## src/rtl/pipe_ctrl_pkg.sv

```systemverilog
// pipe_ctrl_pkg: shared state encoding and register-file constants for the pipeline controller
package pipe_ctrl_pkg;
   typedef enum logic [1:0] {RUN = 2'd0, MEM_WAIT = 2'd1, ERR = 2'd2} state_t;
   localparam int REG_W = 5;
   localparam logic [REG_W-1:0] REG_ZERO = '0;
endpackage

```

## src/rtl/load_use_detect.sv

```systemverilog
// load_use_detect: flags a load in EX whose destination feeds the instruction in ID
module load_use_detect
   import pipe_ctrl_pkg::*;
(
   input  logic             ex_mem_read,
   input  logic [REG_W-1:0] ex_rt,
   input  logic [REG_W-1:0] id_rs,
   input  logic [REG_W-1:0] id_rt,
   output logic             hazard
);
   // r0 is hardwired zero, so a load targeting it never creates a dependency
   assign hazard = ex_mem_read && ex_rt != REG_ZERO && (ex_rt == id_rs || ex_rt == id_rt);
endmodule

```

## src/rtl/pipeline_ctrl.sv

```systemverilog
// pipeline_ctrl: stall/flush sequencer with dmem wait timeout; PIPE_PERF_CNT_EN builds perf counters
module pipeline_ctrl
   import pipe_ctrl_pkg::*;
#(
   parameter int MEM_TIMEOUT = 15,
   parameter int TO_W        = 4
)
(
   input  logic             clk,
   input  logic             rst,
   input  logic [REG_W-1:0] id_rs,
   input  logic [REG_W-1:0] id_rt,
   input  logic             ex_mem_read,
   input  logic [REG_W-1:0] ex_rt,
   input  logic             ex_branch_taken,
   input  logic             mem_access,
   input  logic             dmem_ready,
   output logic             dmem_req,
   output logic             pc_en,
   output logic             ifid_en,
   output logic             idex_en,
   output logic             exmem_en,
   output logic             memwb_en,
   output logic             ifid_flush,
   output logic             idex_flush,
   output logic             exmem_flush,
   output logic             timeout_err,
   output logic [1:0]       ctrl_state,
   output logic [31:0]      stall_cnt,
   output logic [31:0]      flush_cnt,
   output logic [31:0]      wait_cnt
);
   state_t state, nxt;
   logic [TO_W-1:0] cnt, cnt_nxt;
   logic lu, rules, freeze;
   load_use_detect u_lud (
      .ex_mem_read (ex_mem_read),
      .ex_rt       (ex_rt),
      .id_rs       (id_rs),
      .id_rt       (id_rt),
      .hazard      (lu)
   );
   always_ff @(posedge clk) begin
      if (!rst) begin
         state <= RUN;
         cnt   <= '0;
      end else begin
         state <= nxt;
         cnt   <= cnt_nxt;
      end
   end
   // rules: branch/load-use logic is live this cycle; freeze: every register holds
   always_comb begin
      nxt         = RUN;
      cnt_nxt     = '0;
      rules       = 1'b0;
      freeze      = 1'b0;
      dmem_req    = 1'b0;
      exmem_flush = 1'b0;
      case (state)
         RUN: begin
            dmem_req = mem_access;
            freeze   = mem_access && !dmem_ready;
            rules    = !freeze;
            nxt      = freeze ? MEM_WAIT : RUN;
            cnt_nxt  = freeze ? TO_W'(1) : '0;
         end
         MEM_WAIT: begin
            dmem_req    = 1'b1;
            freeze      = !dmem_ready;
            rules       = dmem_ready;
            exmem_flush = freeze && cnt == TO_W'(MEM_TIMEOUT);
            nxt         = dmem_ready ? RUN : exmem_flush ? ERR : MEM_WAIT;
            cnt_nxt     = freeze && !exmem_flush ? cnt + 1'b1 : '0;
         end
         ERR: begin
            freeze = 1'b1;
            nxt    = ERR;
         end
         default: ;
      endcase
      if (!rst) begin
         freeze      = 1'b0;
         rules       = 1'b0;
         dmem_req    = 1'b0;
         exmem_flush = 1'b0;
      end
      // a taken branch flushes the load-dependent instr in ID, so it suppresses the stall
      ifid_flush = rules && ex_branch_taken;
      idex_flush = rules && (ex_branch_taken || lu);
      pc_en      = !freeze && !(rules && lu && !ex_branch_taken);
      ifid_en    = pc_en;
      idex_en    = !freeze;
      exmem_en   = !freeze;
      memwb_en   = !freeze;
   end
   assign timeout_err = state == ERR;
   assign ctrl_state  = state;
`ifdef PIPE_PERF_CNT_EN
   logic [31:0] s_q, f_q, w_q;
   always_ff @(posedge clk) begin
      if (!rst) begin
         s_q <= '0;
         f_q <= '0;
         w_q <= '0;
      end else begin
         if (!pc_en && state != ERR && s_q != '1) s_q <= s_q + 32'd1;
         if ((ifid_flush || idex_flush) && f_q != '1) f_q <= f_q + 32'd1;
         if (state == MEM_WAIT && w_q != '1) w_q <= w_q + 32'd1;
      end
   end
   assign stall_cnt = s_q;
   assign flush_cnt = f_q;
   assign wait_cnt  = w_q;
`else
   assign stall_cnt = '0;
   assign flush_cnt = '0;
   assign wait_cnt  = '0;
`endif
endmodule

```

## config.mk

```make
export PLATFORM = sky130hd
export DESIGN_NAME = pipeline_ctrl
export DESIGN_NICKNAME = d
export VERILOG_FILES = /design/src/rtl/pipe_ctrl_pkg.sv /design/src/rtl/load_use_detect.sv /design/src/rtl/pipeline_ctrl.sv
export SDC_FILE = /design/constraint.sdc
export NUM_CORES = 1
export LEC_CHECK = 0
export BUFFER_PORTS_ARGS = -buffer_cell sky130_fd_sc_hd__buf_2
export CORE_ASPECT_RATIO = 0.6
export CORE_MARGIN = 8
export CORE_UTILIZATION = 30
export CTS_CLUSTER_DIAMETER = 30
export DETAILED_ROUTE_END_ITERATION = 8
export GPL_TIMING_DRIVEN = 1
export PLACE_DENSITY = 0.69
export SYNTH_ARGS = -nofsm -noshare
export SYNTH_HDL_FRONTEND = slang
export SYNTH_SLANG_ARGS = --single-unit
```

## constraint.sdc

```tcl
create_clock -name clk -period 1.44 [get_ports clk]
set_input_delay 0.144 -clock clk [delete_from_list [all_inputs] [get_ports clk]]
set_output_delay 0.144 -clock clk [all_outputs]
set_load 0.005 [all_outputs]
```

## Word-level counts from Yosys, hierarchy flattened

Cells that the tools add are included.

- Output and inout port bits: 108
- Register bits: 6
- Logic and storage cells: 43

- Mux-type cells: 15
- Equality and inequality tests: 5
- Reductions and logical operators: 20
- Add/sub/neg operators: 1

Operator list:

| cell | count |
|---|---|
| 5-bit equality test | 2 |
| 1-bit logical AND | 10 |
| 4-bit one-hot mux with 2 select lines | 1 |
| 1-bit two-way mux | 7 |
| 1-bit logical NOT | 6 |
| 2-bit one-hot mux with 3 select lines | 1 |
| 5-bit nonzero test | 1 |
| 4-bit by 1-bit adder with 4-bit output, second input constant | 1 |
| 4-bit equality test, second input constant | 1 |
| 2-bit two-way mux | 2 |
| 4-bit two-way mux | 1 |
| 1-bit one-hot mux with 2 select lines | 2 |
| 1-bit one-hot mux with 3 select lines | 1 |
| 2-bit by 1-bit equality test with 1-bit output, second input constant | 1 |
| 2-bit equality test, second input constant | 1 |
| 2-bit logical NOT | 1 |
| 1-bit logical OR | 2 |

## Longest topological paths before layout

Gate-level depths: netlist of the first run.

- Depth in word-level cells: 9
- Gate-level depth with buffers: 5
- Depth with buffers taken out: 4

## Modules after synthesis

A second synthesis of the first run with hierarchy kept.

- Cells, all modules: 153
- Area total of the unflattened synthesis: 1191.1 sq um

By module, submodules not included:

| module | times used | cells an instance | seq. area each (sq um) | area an instance (sq um) |
|---|---|---|---|---|
| pipeline_ctrl | 1 | 136 | 120.1 | 1066.0 |
| load_use_detect | 1 | 17 | 0.0 | 125.1 |

## Least setup slack after synthesis of the first run

No wires, ideal clock.

- Path type: flip-flop to output port
- Start point: reg state[0], in the netlist ctrl_state[0]
- End point: out pc_en
- Cell stages (with the launch flop): 5
- Arrival: 1.244 ns
- Slack: 0.052 ns
- Cells stage by stage: dfxtp_1 > nor2_1 > o21ai_0 > o31a_1 > buf_4

- Elaborated cells on any way between the ends: 12
- Classes of those cells: eq/ne: 2; mux: 4; reduce/logical: 6

RTL lines:

| item | RTL line | text |
|---|---|---|
| start: declaration | pipeline_ctrl.sv:33 | `state_t state, nxt;` |
| start signal: assignment | pipeline_ctrl.sv:48 | `state <= nxt;` |
| 2-bit equality test | n/a |  |
| net timeout_err | pipeline_ctrl.sv:27 | `output logic timeout_err,` |
| 1-bit one-hot mux with 3 select lines | pipeline_ctrl.sv:60 | `case (state)` |
| 1-bit two-way mux | pipeline_ctrl.sv:82 | `if (!rst) begin` |
| 1-bit logical NOT | pipeline_ctrl.sv:91 | `pc_en = !freeze && !(rules && lu && !ex_branch_taken);` |
| net exmem_en | pipeline_ctrl.sv:22 | `output logic exmem_en,` |
| 1-bit logical AND | pipeline_ctrl.sv:91 |  |
| end: declaration | pipeline_ctrl.sv:19 | `output logic pc_en,` |

The timed path passes the listed nets, and every way through them passes these cells.

## Worst setup path after layout of the first run

- Start point: reg state[0], in the netlist ctrl_state[0]
- End point: out pc_en

- Word-level cells in the longest chain between the ends: 7
- Elaborated cells on any way between the ends: 12
- Classes of those cells: eq/ne: 2; mux: 4; reduce/logical: 6

RTL lines:

| item | RTL line |
|---|---|
| 2-bit by 1-bit equality test with 1-bit output or 2-bit logical NOT (tied branches) | pipeline_ctrl.sv:60 |
| 1-bit one-hot mux with 2 select lines | pipeline_ctrl.sv:60 |
| 1-bit two-way mux | pipeline_ctrl.sv:82 |
| 1-bit logical AND (2 in a row) | pipeline_ctrl.sv:91 |
| 1-bit logical NOT | pipeline_ctrl.sv:91 |
| 1-bit logical AND (*) | pipeline_ctrl.sv:91 |

Every way passes the cells marked *; elsewhere a longest branch is shown, timed or not.

==> run summary, run 1 <==
The run finished, with violations left. The final reports fail on setup timing. The first detailed-routing pass took 3 iterations. The repair_antennas step left the layout with diodes totalling 0.

TritonCTS built the clock tree. The longest clock path from root to sink contains 2 buffers. The startpoint class of the critical path was a flip-flop. For the area of the die, the log shows 6280 um^2.

Summing every instance area after synthesis gives 1180 um^2. The first global-routing pass estimated 3800 um of wire. The sequential share of the synthesized area was 0.101. Walking the worst path, the cells encountered are nor2_4, o211a_1, o211ai_2, o31a_1, buf_2. The class of the tightest hold or removal check was input port to flip-flop.

For the all-layer global routing usage, the log shows 0.0697. The total CTS buffers is 3, and the standby leakage power is 0.659 nW. Using the TritonRoute via totals, the vias-per-cell ratio works out to 3.12. For this design, the CTS-stage hold fixing added 0 buffers. The clock arrives with 0.000660 ns of skew. The worst setup path is of the flip-flop to output port kind. The number of slew-limit violations in the final report is 0, and the height of the die is 64.7 um. The logs give 779 for the number of global-route vias before repair and 17 for the number of cell rows.

After clock tree synthesis, the clock-pin slew on the worst setup and hold paths is 0.04 ns. The chip width is 97.1 um. The detailed router finished its first iteration with 13 violations.

In this run the standard cell core region covers 3720 um^2. In this run, distinct cell masters in the synthesized netlist total 25. The filler cell count in the final layout was 394; the share of flip-flops with an asynchronous set or reset after synthesis was 0. STA classifies the critical path endpoint as an output port.

From synthesis to final layout, the design area changed by -5.18%. The overall routed net length was 2480 um; the final hold violation count was 0. Across the whole layout, storage elements account for 126 um^2. Setup violations remaining at the end of the flow were counted as 3. The number of buffer and inverter stages on the critical path was 1; the initial antenna violation count was 0. In this design, the largest share of critical-path delay is due to compound AO/OA/AOI/OAI gates. The delay of the slowest cell on the worst path came out at 0.35 ns.

For the worst setup path, the data required time is 1.30 ns. Routability-driven placement finished with a final weighted congestion of 0.758. Entering global routing, the biggest net connects 7 pins.

The total I/O pin count was 129. The final routed wire length divided by cell count was 10.6 um; the minimum setup slack in the final design was -0.0280 ns. For the worst setup path, the data arrival time is 1.32 ns. The most frequent standard cell in the layout excluding fill and tap cells is conb_1.

The post-route antenna net violation count is 0, and the largest fanout of any net on the critical path is 3. The logs give 2280 um for the post-DP HPWL and 1 for the number of H-tree branching levels. Power comes to 611 uW.

In the synthesized netlist, the number of instances is 150. The sink count of the clock tree is 6. Summing all multi-input logic gate instances after layout gives 694 um^2. The total number of yosys warnings came out at 0.

The remaining global-route overflow is 0. The number of nets in the layout is 210, and the part of the cycle the worst path needs is 1.02. For this block, the via count after detailed routing is 727. The most common flop cell mapped by yosys is dfxtp_1. In this run, synthesis produced a sequential element count of 6.

In this run the tool buffered the top-level ports with 32 buffer cells. The average instance area after synthesis was 7.89 um^2. The top cell types in the final layout, fill and taps aside, are conb_1, buf_2, xor2_1. Setup total negative slack on the finished layout was measured at -0.0622 ns. The routed design could run at a clock period as short as 1.47 ns. The number of DRC violations after detailed routing was 0. Across the run, the number of max-cap violations was 0. The layout cell share with drive strength beyond 1 came out at 0.280.

The worst-case IR drop observed on VDD is 0.294 mV. The power density normalized to cell area was 545 nW/um^2. Clock root buffer: clkbuf_8. For the source-to-sink clock delay at the later pin of the worst-skew pair, the log shows 0.22 ns.

Setup repair after global routing could not meet its margin everywhere. For this design, the slowest cell found on the critical path is dfxtp_4. At the placement stage, the worst setup path has a slack of 0.0605 ns.

The highest clock frequency the design can meet came out at 681 MHz. In this run, synthesis inferred 0 flip-flops with an integrated enable. The initial core utilization came out at 0.318.
[through the flow]
step | cells | instance area [um^2] | util | hold slack (ns)
after floorplan | 245 | 1540 | - | 0.217
after global placement | 228 | 1040 | 0.279 | 0.368
after detailed placement | 228 | 1040 | 0.279 | 0.377
after global routing | 233 | 1120 | 0.302 | 0.148
final | 233 | 1120 | 0.302 | 0.142
after CTS | 231 | 1090 | 0.292 | 0.131
[cells by family (layout without fill, tap and decap cells)]
logic type | Yosys count | in the layout | share of synthesized area
other | 1 | 96 | 0.00317
flip-flops | 6 | 6 | 0.101
buffers and inverters | 100 | 41 | 0.631
adder cells (fa/ha/maj) | 1 | 1 | 0.0106
AND/OR/NAND/NOR | 20 | 20 | 0.0888
XOR/XNOR | 12 | 12 | 0.0888
AO/OA/AOI/OAI | 10 | 10 | 0.0761
[metal layers]
metal / vias up / track usage / part of all wire
met4: 0 / 0.0171 / 0.0061
met2: 47 / 0.139 / 0.58
met3: 2 / 0.0423 / 0.11
met5: - / 0 / 0
met1: 318 / 0.0571 / 0.31
li1: 360 / - / -
[report_power, final]
group          leakage, nW  internal [mW]  switching [mW]
sequential          0.0502          0.169         0.00338
combinational        0.587         0.0611           0.123
clock               0.0216          0.180          0.0745
[area by class of cell]
type / count / area share
clock buffer: 3 / 0.0368
inverter: 1 / 0.00334
multi-input combinational: 139 / 0.619
sequential: 6 / 0.113
tap: 47 / 0.0524
timing repair buffer: 37 / 0.176
[timing repair]
action,CTS,global route
setup endpoints to repair,4,5
buffers inserted,0,2
resized for setup,4,7
pin swaps,3,2
hold endpoints to repair,0,0
[flip-flops by register name, indices dropped and copies added, names as in the netlist]
register / flops
cnt: 4
ctrl_state: 2
[cells in the mapped netlist, types with 3 or more instances]
master	instances	share of area
nor2_1	8	0.025
dfxtp_1	6	0.10
xor2_1	11	0.081
nand3_1	3	0.013
buf_4	99	0.63
nor3_1	4	0.017
[final timing paths]
path	start	end	slack, ns	cells after the start
hold / removal	dmem_ready	ctrl_state[0]	0.14	2
setup / recovery	ctrl_state[0]	pc_en	-0.03	5
hold reg to reg	cnt[0]	cnt[0]	0.43	1
setup reg to reg	cnt[0]	cnt[0]	0.08	4
[worst register-to-register path, stage by stage (launching register included)]
cell and delay (ns):
dfxtp_2 0.32, ha_1 0.21, and3_4 0.19, a2111oi_2 0.37, a21boi_2 0.20
Power figures use the tool's default switching activity.
==> run 2, diff against run 1 <==
Settings changed: CORE_UTILIZATION 30 to 35, PLACE_DENSITY 0.69 to 0.79.
==> run 2 against run 1 <==
The run still ends with setup timing left. Combinational power is essentially flat. First-iteration DRC count shrank 54%. Critical path depth is the same. Clock power shrank 2%. Final area shrank 2.5%. Clock skew grew 0.0021 ns. Wire length grew 2.4%. Sequential share of layout area shrank 0.060 points. Core utilization grew 3.6 points.
==> run summary, run 2 (synthesized netlist as in run 1, its figures left out) <==
For the minimum setup slack in the final design, the log shows -0.0148 ns. Met2 track demand over resource in global routing: 0.139. First-pass GRT wire length: 3460 um.

The final reports fail on setup timing. The worst register-to-register path has a setup slack of 0.11 ns. The run finished, with violations left. In the layout the commonest cells are conb_1, buf_2, xor2_1. The die is 91.1 um wide.

The register with the most flip-flops in the layout has 4 of them. The number of H-tree branching levels was 1. Startpoint class of the critical path: a flip-flop.

The critical path runs through a total of 5 cells. The filler cells instantiated in the layout total 375. The run gives 0.0377 as the met3 track demand over resource in global routing. The worst register-to-register path has a depth of 4.

The analysis attributes to cell leakage a power of 0.649 nW. The buffer levels on the longest clock path is 2. Combinational cell fraction of total power: 0.303. Number of DRC violations after detailed-routing iteration 0: 6.

The clock reaches the later pin of the worst-skew pair after 0.22 ns. The initial core utilization was 0.365. Number of buffer and inverter stages on the critical path: 1. Cell internal power was estimated by the tool at 409 uW. The tools report the worst clock skew as 0.00278 ns. The remaining global-route overflow came out at 0. The endpoint with the worst hold slack was ctrl_state[0]. The layout cell share with drive strength beyond 1 is 0.245, and the post-CTS repair timing setup buffer count is 0. The clock root buffer is clkbuf_8. The path class of the tightest hold or removal check is input port to flip-flop. Relative to the synthesized area, the layout overhead comes to -7.51%.

The critical-path cell with the highest stage delay was dfxtp_2. The worst hold path begins at dmem_ready. By startpoint and endpoint, the worst setup path is classified as flip-flop to output port.

For the worst endpoint data arrival time, the log shows 1.31 ns. After detailed routing, the total wire length is 2540 um. The tools report the required arrival time at the worst endpoint as 1.30 ns. Number of DRC violations after detailed routing: 0. For this run, the top clock speed supported by timing is 687 MHz. At the end of the flow, the number of nets in the layout was 208. The total area inside the core boundary comes to 3240 um^2. Setup violations remaining at the end of the flow were counted as 2.

The worst setup path is captured at an output port. The clock drives 6 sinks. Entering global routing, the biggest net connects 7 pins. The kind of cell with the highest combined delay along the critical path is compound AO/OA/AOI/OAI gates. Total CTS buffers: 3. The power density normalized to cell area works out to 551 nW/um^2. Max-cap violations in this run came to 0. Traced cell by cell, the critical path runs through nor2_2, o211a_1, o211ai_2, o31a_1, buf_2.

The post-DP HPWL came out at 2350 um. The all-layer global routing usage is 0.0756, and the area of the die is 5560 um^2. The sequential share of power came out at 0.286.

The logs give 0 for the number of slew-limit violations in the final report and 0.522 mV for the worst vdd rail ir drop. The register with the most flip-flops in the final layout is cnt. For this run, the slowest stage of the critical path takes 0.33 ns. The tools report the launch point of the worst reg-to-reg path as cnt[0]. The number of port buffers is 32, and the post-route antenna net violation count is 0.

Summed over all nets, the switching power comes to 194 uW. The initialized floorplan defines 16 standard-cell rows. TritonCTS built the clock tree.

The run gives 723 as the number of global-route vias before repair. The library cell used most frequently in the layout, excluding fill and tap cells, is conb_1. The part of the cycle the worst path needs was 1.01.

The largest fanout of any net on the critical path is 3, and the hold path depth is 2. The height of the die was 61.0 um. The layer flagged by global routing as most heavily used is met2.

For this design the top-level I/O count stands at 129. The logs give 0.858 for the global placement routability congestion and 3 for the number of detailed-routing iterations run before antenna repair. In the routed layout, each cell is associated on average with a via count of 3.15. The fraction of power consumed by the clock network is 0.411. Final routed wire length divided by cell count: 11.1 um. The run gives 0 as the initial antenna violation count.

The hold-fix buffer count after cts was 0; the switching share of total power was 0.322. 0 antenna diodes ended up in the layout. The clock-pin slew reported for the worst setup and hold paths after clock tree synthesis works out to 0.04 ns. The setup slack after placement is 0.0399 ns, and the final hold violation count is 0. The via total after detailed routing is 721. The overall power is 603 uW. The tools report the met1 track utilization from global routing as 0.0664. The worst register-to-register path ends at cnt[0]. Setup repair after global routing could not meet its margin everywhere. The worst path in the final design needs a cycle of 1.45 ns, including I/O delays and setup.
==> run 2: changes by cell type in the layout (fill, tap and decap cells not counted), sizes merged <==
cell	previous run	this run
buf	37	35
==> run 2: repair_timing <==
action / in CTS / in global routing
pin swaps: 3 / 1
gates resized for setup: 4 / 1
setup endpoints to repair: 6 / 4
==> run 2: worst reg2reg max path: stages (launching register included) <==
cell       delay [ns]
dfxtp_1          0.30
ha_1             0.20
and3_4           0.20
a2111oi_4        0.35
a21boi_1         0.20
==> run 2: how the worst max path moves through the flow <==
stage                  start  endpoint  slack [ns]
5_1_grt        ctrl_state[0]   ifid_en        -0.1
4_1_cts        ctrl_state[0]   ifid_en       -0.02
3_3_place_gp        ex_rt[1]     pc_en        0.06
2_1_floorplan  ctrl_state[0]     pc_en        0.05
3_5_place_dp          cnt[0]    cnt[0]        0.04
6_report       ctrl_state[0]   ifid_en       -0.01
==> run 2: metrics by stage <==
step / std cells / utilization / hold slack (ns) / cell area, um^2 / setup TNS (ns)
after CTS: 229 / 0.334 / 0.148 / 1080 / -0.0428
final: 229 / 0.338 / 0.164 / 1090 / -0.0291
after global routing: 229 / 0.338 / 0.156 / 1090 / -0.255
after detailed placement: 226 / 0.319 / 0.387 / 1040 / 0
after floorplan: 245 / - / 0.217 / 1540 / 0
after global placement: 226 / 0.319 / 0.370 / 1040 / 0
==> run 2: layout make-up <==
| cell class | instances | area, um^2 | share of cell area |
|---|---|---|---|
| inverter | 1 | 3.75 | 0.00343 |
| timing repair buffer | 35 | 183 | 0.167 |
| multi-input combinational | 139 | 688 | 0.629 |
| sequential | 6 | 123 | 0.112 |
| tap | 45 | 56.3 | 0.0514 |
| clock buffer | 3 | 41.3 | 0.0377 |
==> run 2: power by group through the flow <==
| stage | logic (mW) | registers (mW) | clock network, mW |
|---|---|---|---|
| finish | 0.183 | 0.173 | 0.248 |
| global route | 0.212 | 0.173 | 0.273 |
| CTS | 0.168 | 0.172 | 0.254 |
| detailed placement | 0.166 | 0.174 | 0 |
| global placement | 0.165 | 0.174 | 0 |
| floorplan | 0.295 | 0.176 | 0 |
==> run 2: routing by layer <==
layer | vias up | part of all wire | routed length (um)
met5 | - | 0 | 0
met4 | 0 | 0.022 | 55
met3 | 6 | 0.087 | 221
met2 | 46 | 0.59 | 1490
met1 | 316 | 0.30 | 770
li1 | 353 | - | -
==> run 3, diff against run 2 <==
Settings changed: CORE_MARGIN 8 to not set.
==> run 3 against run 2 <==
The run now ends clean. Fmax increased by 2.4%. First-iteration DRC count down 17%. Critical path depth stayed put. Wire length decreased by 36%. Clock-buffer cell count did not move. Via count up 2.4%. Final area rose by 1.9%. Combinational power down 3%. Core utilization is 3.0 points higher. Register-to-register slack about the same. Cell count fell by 0.44%. Highest routed layer is now met3.
==> run summary, run 3 (synthesized netlist as in run 1, its figures left out) <==
The run finished with clean final reports. For the worst-case register-to-register setup slack, the log shows 0.11 ns. In the layout the commonest cells are conb_1, buf_2, xor2_1.

The number of H-tree branching levels is 1, and the power density normalized to cell area is 540 nW/um^2. At the worst endpoint, the required time is 1.30 ns. The time the worst path needs with I/O delays and setup is 1.42 ns, and the post-layout utilization of the core is 0.367. Buffer levels on the longest clock path: 2. The combinational cell fraction of total power is 0.294. Dividing the detail-routed wire length by the instance count gives 7.11 um.

The layout cell share with drive strength beyond 1 is 0.280, and the cell count of the worst reg-to-reg path is 4. Across the run, the number of max-cap violations was 0. Once detail routing completed, the nets flagged for antenna violations numbered 0.

After floorplanning, the core was sized to cover 3040 um^2. TritonCTS built the clock tree. OpenSTA, run right after detailed placement, puts the worst setup slack at 0.0543 ns. Clock tree synthesis found a total of 6 sinks.

The die is 47.0 um tall. Setup repair after global routing could not meet its margin everywhere. The run gives 0.287 as the sequential share of power. The all-layer global routing usage is 0.0867, and the worst hold-check slack is 0.144 ns. The number of nets in the layout was 210. Part of the cycle the worst path needs: 0.986. The hold-fix buffer count after cts is 0, and the area of the die is 3630 um^2. The launch point of the worst reg-to-reg path is cnt[0].

After filler insertion, the fill cell instance count of the layout stands at 318. Data arrives at the worst endpoint at 1.28 ns. The analysis attributes to cell leakage a power of 0.656 nW. For this run the aggregate overflow at the end of global routing stands at 0. The number of cell rows is 15.

The logs give 0.241 mV for the worst vdd rail ir drop and 0 for the number of DRC violations after detailed routing. 0 antenna diodes ended up in the layout. The overall power is 603 uW. The fraction of power consumed by the clock network was 0.419; the cell-internal power was 412 uW. The library cell used most frequently in the layout, excluding fill and tap cells, is conb_1.

Final cell count without fillers: 228. For the total CTS buffers, the log shows 3. The most critical setup path has its startpoint at ctrl_state[0]. The worst setup path is captured at an output port. For the final hold violation count, the log shows 0. After detailed placement, the design holds a cell count of 224.

The tools report the end of the critical path as pc_en. The min-delay analysis places its worst path in the category input port to flip-flop. The register containing the most flip-flops in the final layout was cnt.

The logs give 0 for the initial antenna violation count and 0 for the number of failing setup endpoints in the final timing report. For this design the top-level I/O count stands at 129. The clock reaches the later pin of the worst-skew pair after 0.22 ns. The via total after detailed routing came out at 738. Clock root buffer: clkbuf_8. For the highest clock frequency the design can meet, the log shows 704 MHz. The area overhead of the layout relative to synthesis works out to -5.71%. The startpoint class of the critical path was a flip-flop.

The switching share of total power is 0.316, and the worst clock skew is 0.000140 ns. Summed over all nets, the switching power comes to 191 uW. The initial core utilization came out at 0.389.

For the number of global-route vias before repair, the log shows 512. Entering global routing, the biggest net connects 7 pins. The via count normalized by instance count is 3.24. The worst register-to-register path ends at cnt[0]. The kind of critical path was flip-flop to output port. The final layout contains routed wiring with a total length of 1620 um.

For the post-DP HPWL, the log shows 1430 um. Chip width: 77.1 um. The number of slew-limit violations in the final report came out at 0.

The logs give 5 for the number of DRC violations after detailed-routing iteration 0 and 3 for the number of detailed-routing iterations run before antenna repair. Clock-pin slew reported for the worst setup and hold paths after clock tree synthesis: 0.04 ns. At the end of routability-driven placement, the weighted congestion stood at 0.699. The minimum setup slack in the final design was 0.0197 ns; the number of flip-flops under the largest register name was 4. The first global-routing pass estimated 2440 um of wire. The largest fanout of any net on the critical path came out at 2.

Number of port buffers: 32.
run 3: cell count changes in the layout (fill, tap and decap cells not counted), sizes merged:
cell  change
buf       +2
run 3: cell type report:
cell class,count,area [um^2],share of cell area
well taps,42,52.6,0.0471
clock buffers,3,41.3,0.0370
repair buffers,37,198,0.177
inverters,1,3.75,0.00336
flip-flops and latches,6,123,0.110
multi-input cells,139,698,0.626
run 3: power groups by stage:
stage                     Sequential [mW]  Clock [mW]  Combinational (mW)
after floorplan                     0.176           0               0.295
after global placement              0.174           0               0.164
after detailed placement            0.174           0               0.166
after CTS                           0.172       0.264               0.170
after global routing                0.173       0.278               0.208
final                               0.173       0.253               0.177
run 3: worst min-delay path by stage:
stage / endpoint / cells past startpoint / startpoint
2_1_floorplan: ctrl_state[0] / 1 / dmem_ready
5_1_grt: ctrl_state[0] / 2 / dmem_ready
4_1_cts: ctrl_state[0] / 2 / dmem_ready
6_report: ctrl_state[0] / 2 / dmem_ready
3_5_place_dp: ctrl_state[0] / 2 / dmem_ready
3_3_place_gp: ctrl_state[0] / 2 / dmem_ready
run 3: timing repair:
action,4_1_cts,5_1_grt
buffers inserted,1,0
setup endpoints to repair,6,8
gates resized for setup,4,7
pin swaps,3,2
run 3: critical path: stages, from the launching register on:
cell and delay [ns]:
dfxtp_2 0.32, nor2_4 0.09, o211a_1 0.18, o211ai_2 0.09, o31a_1 0.25, buf_2 0.13
run 3: metrics by stage:
stage / setup TNS, ns / instance area [um^2]
after global placement: 0 / 1040
after CTS: -0.0600 / 1090
after floorplan: 0 / 1540
after detailed placement: 0 / 1040
final: 0 / 1120
after global routing: -0.159 / 1120
run 3: layer usage:
| layer | track usage | wire (um) | up-vias |
|---|---|---|---|
| li1 | - | - | 358 |
| met1 | 0.103 | 585 | 328 |
| met2 | 0.168 | 909 | 52 |
| met3 | 0.0175 | 125 | 0 |
| met4 | 0.0226 | 0 | 0 |
| met5 | 0 | 0 | - |
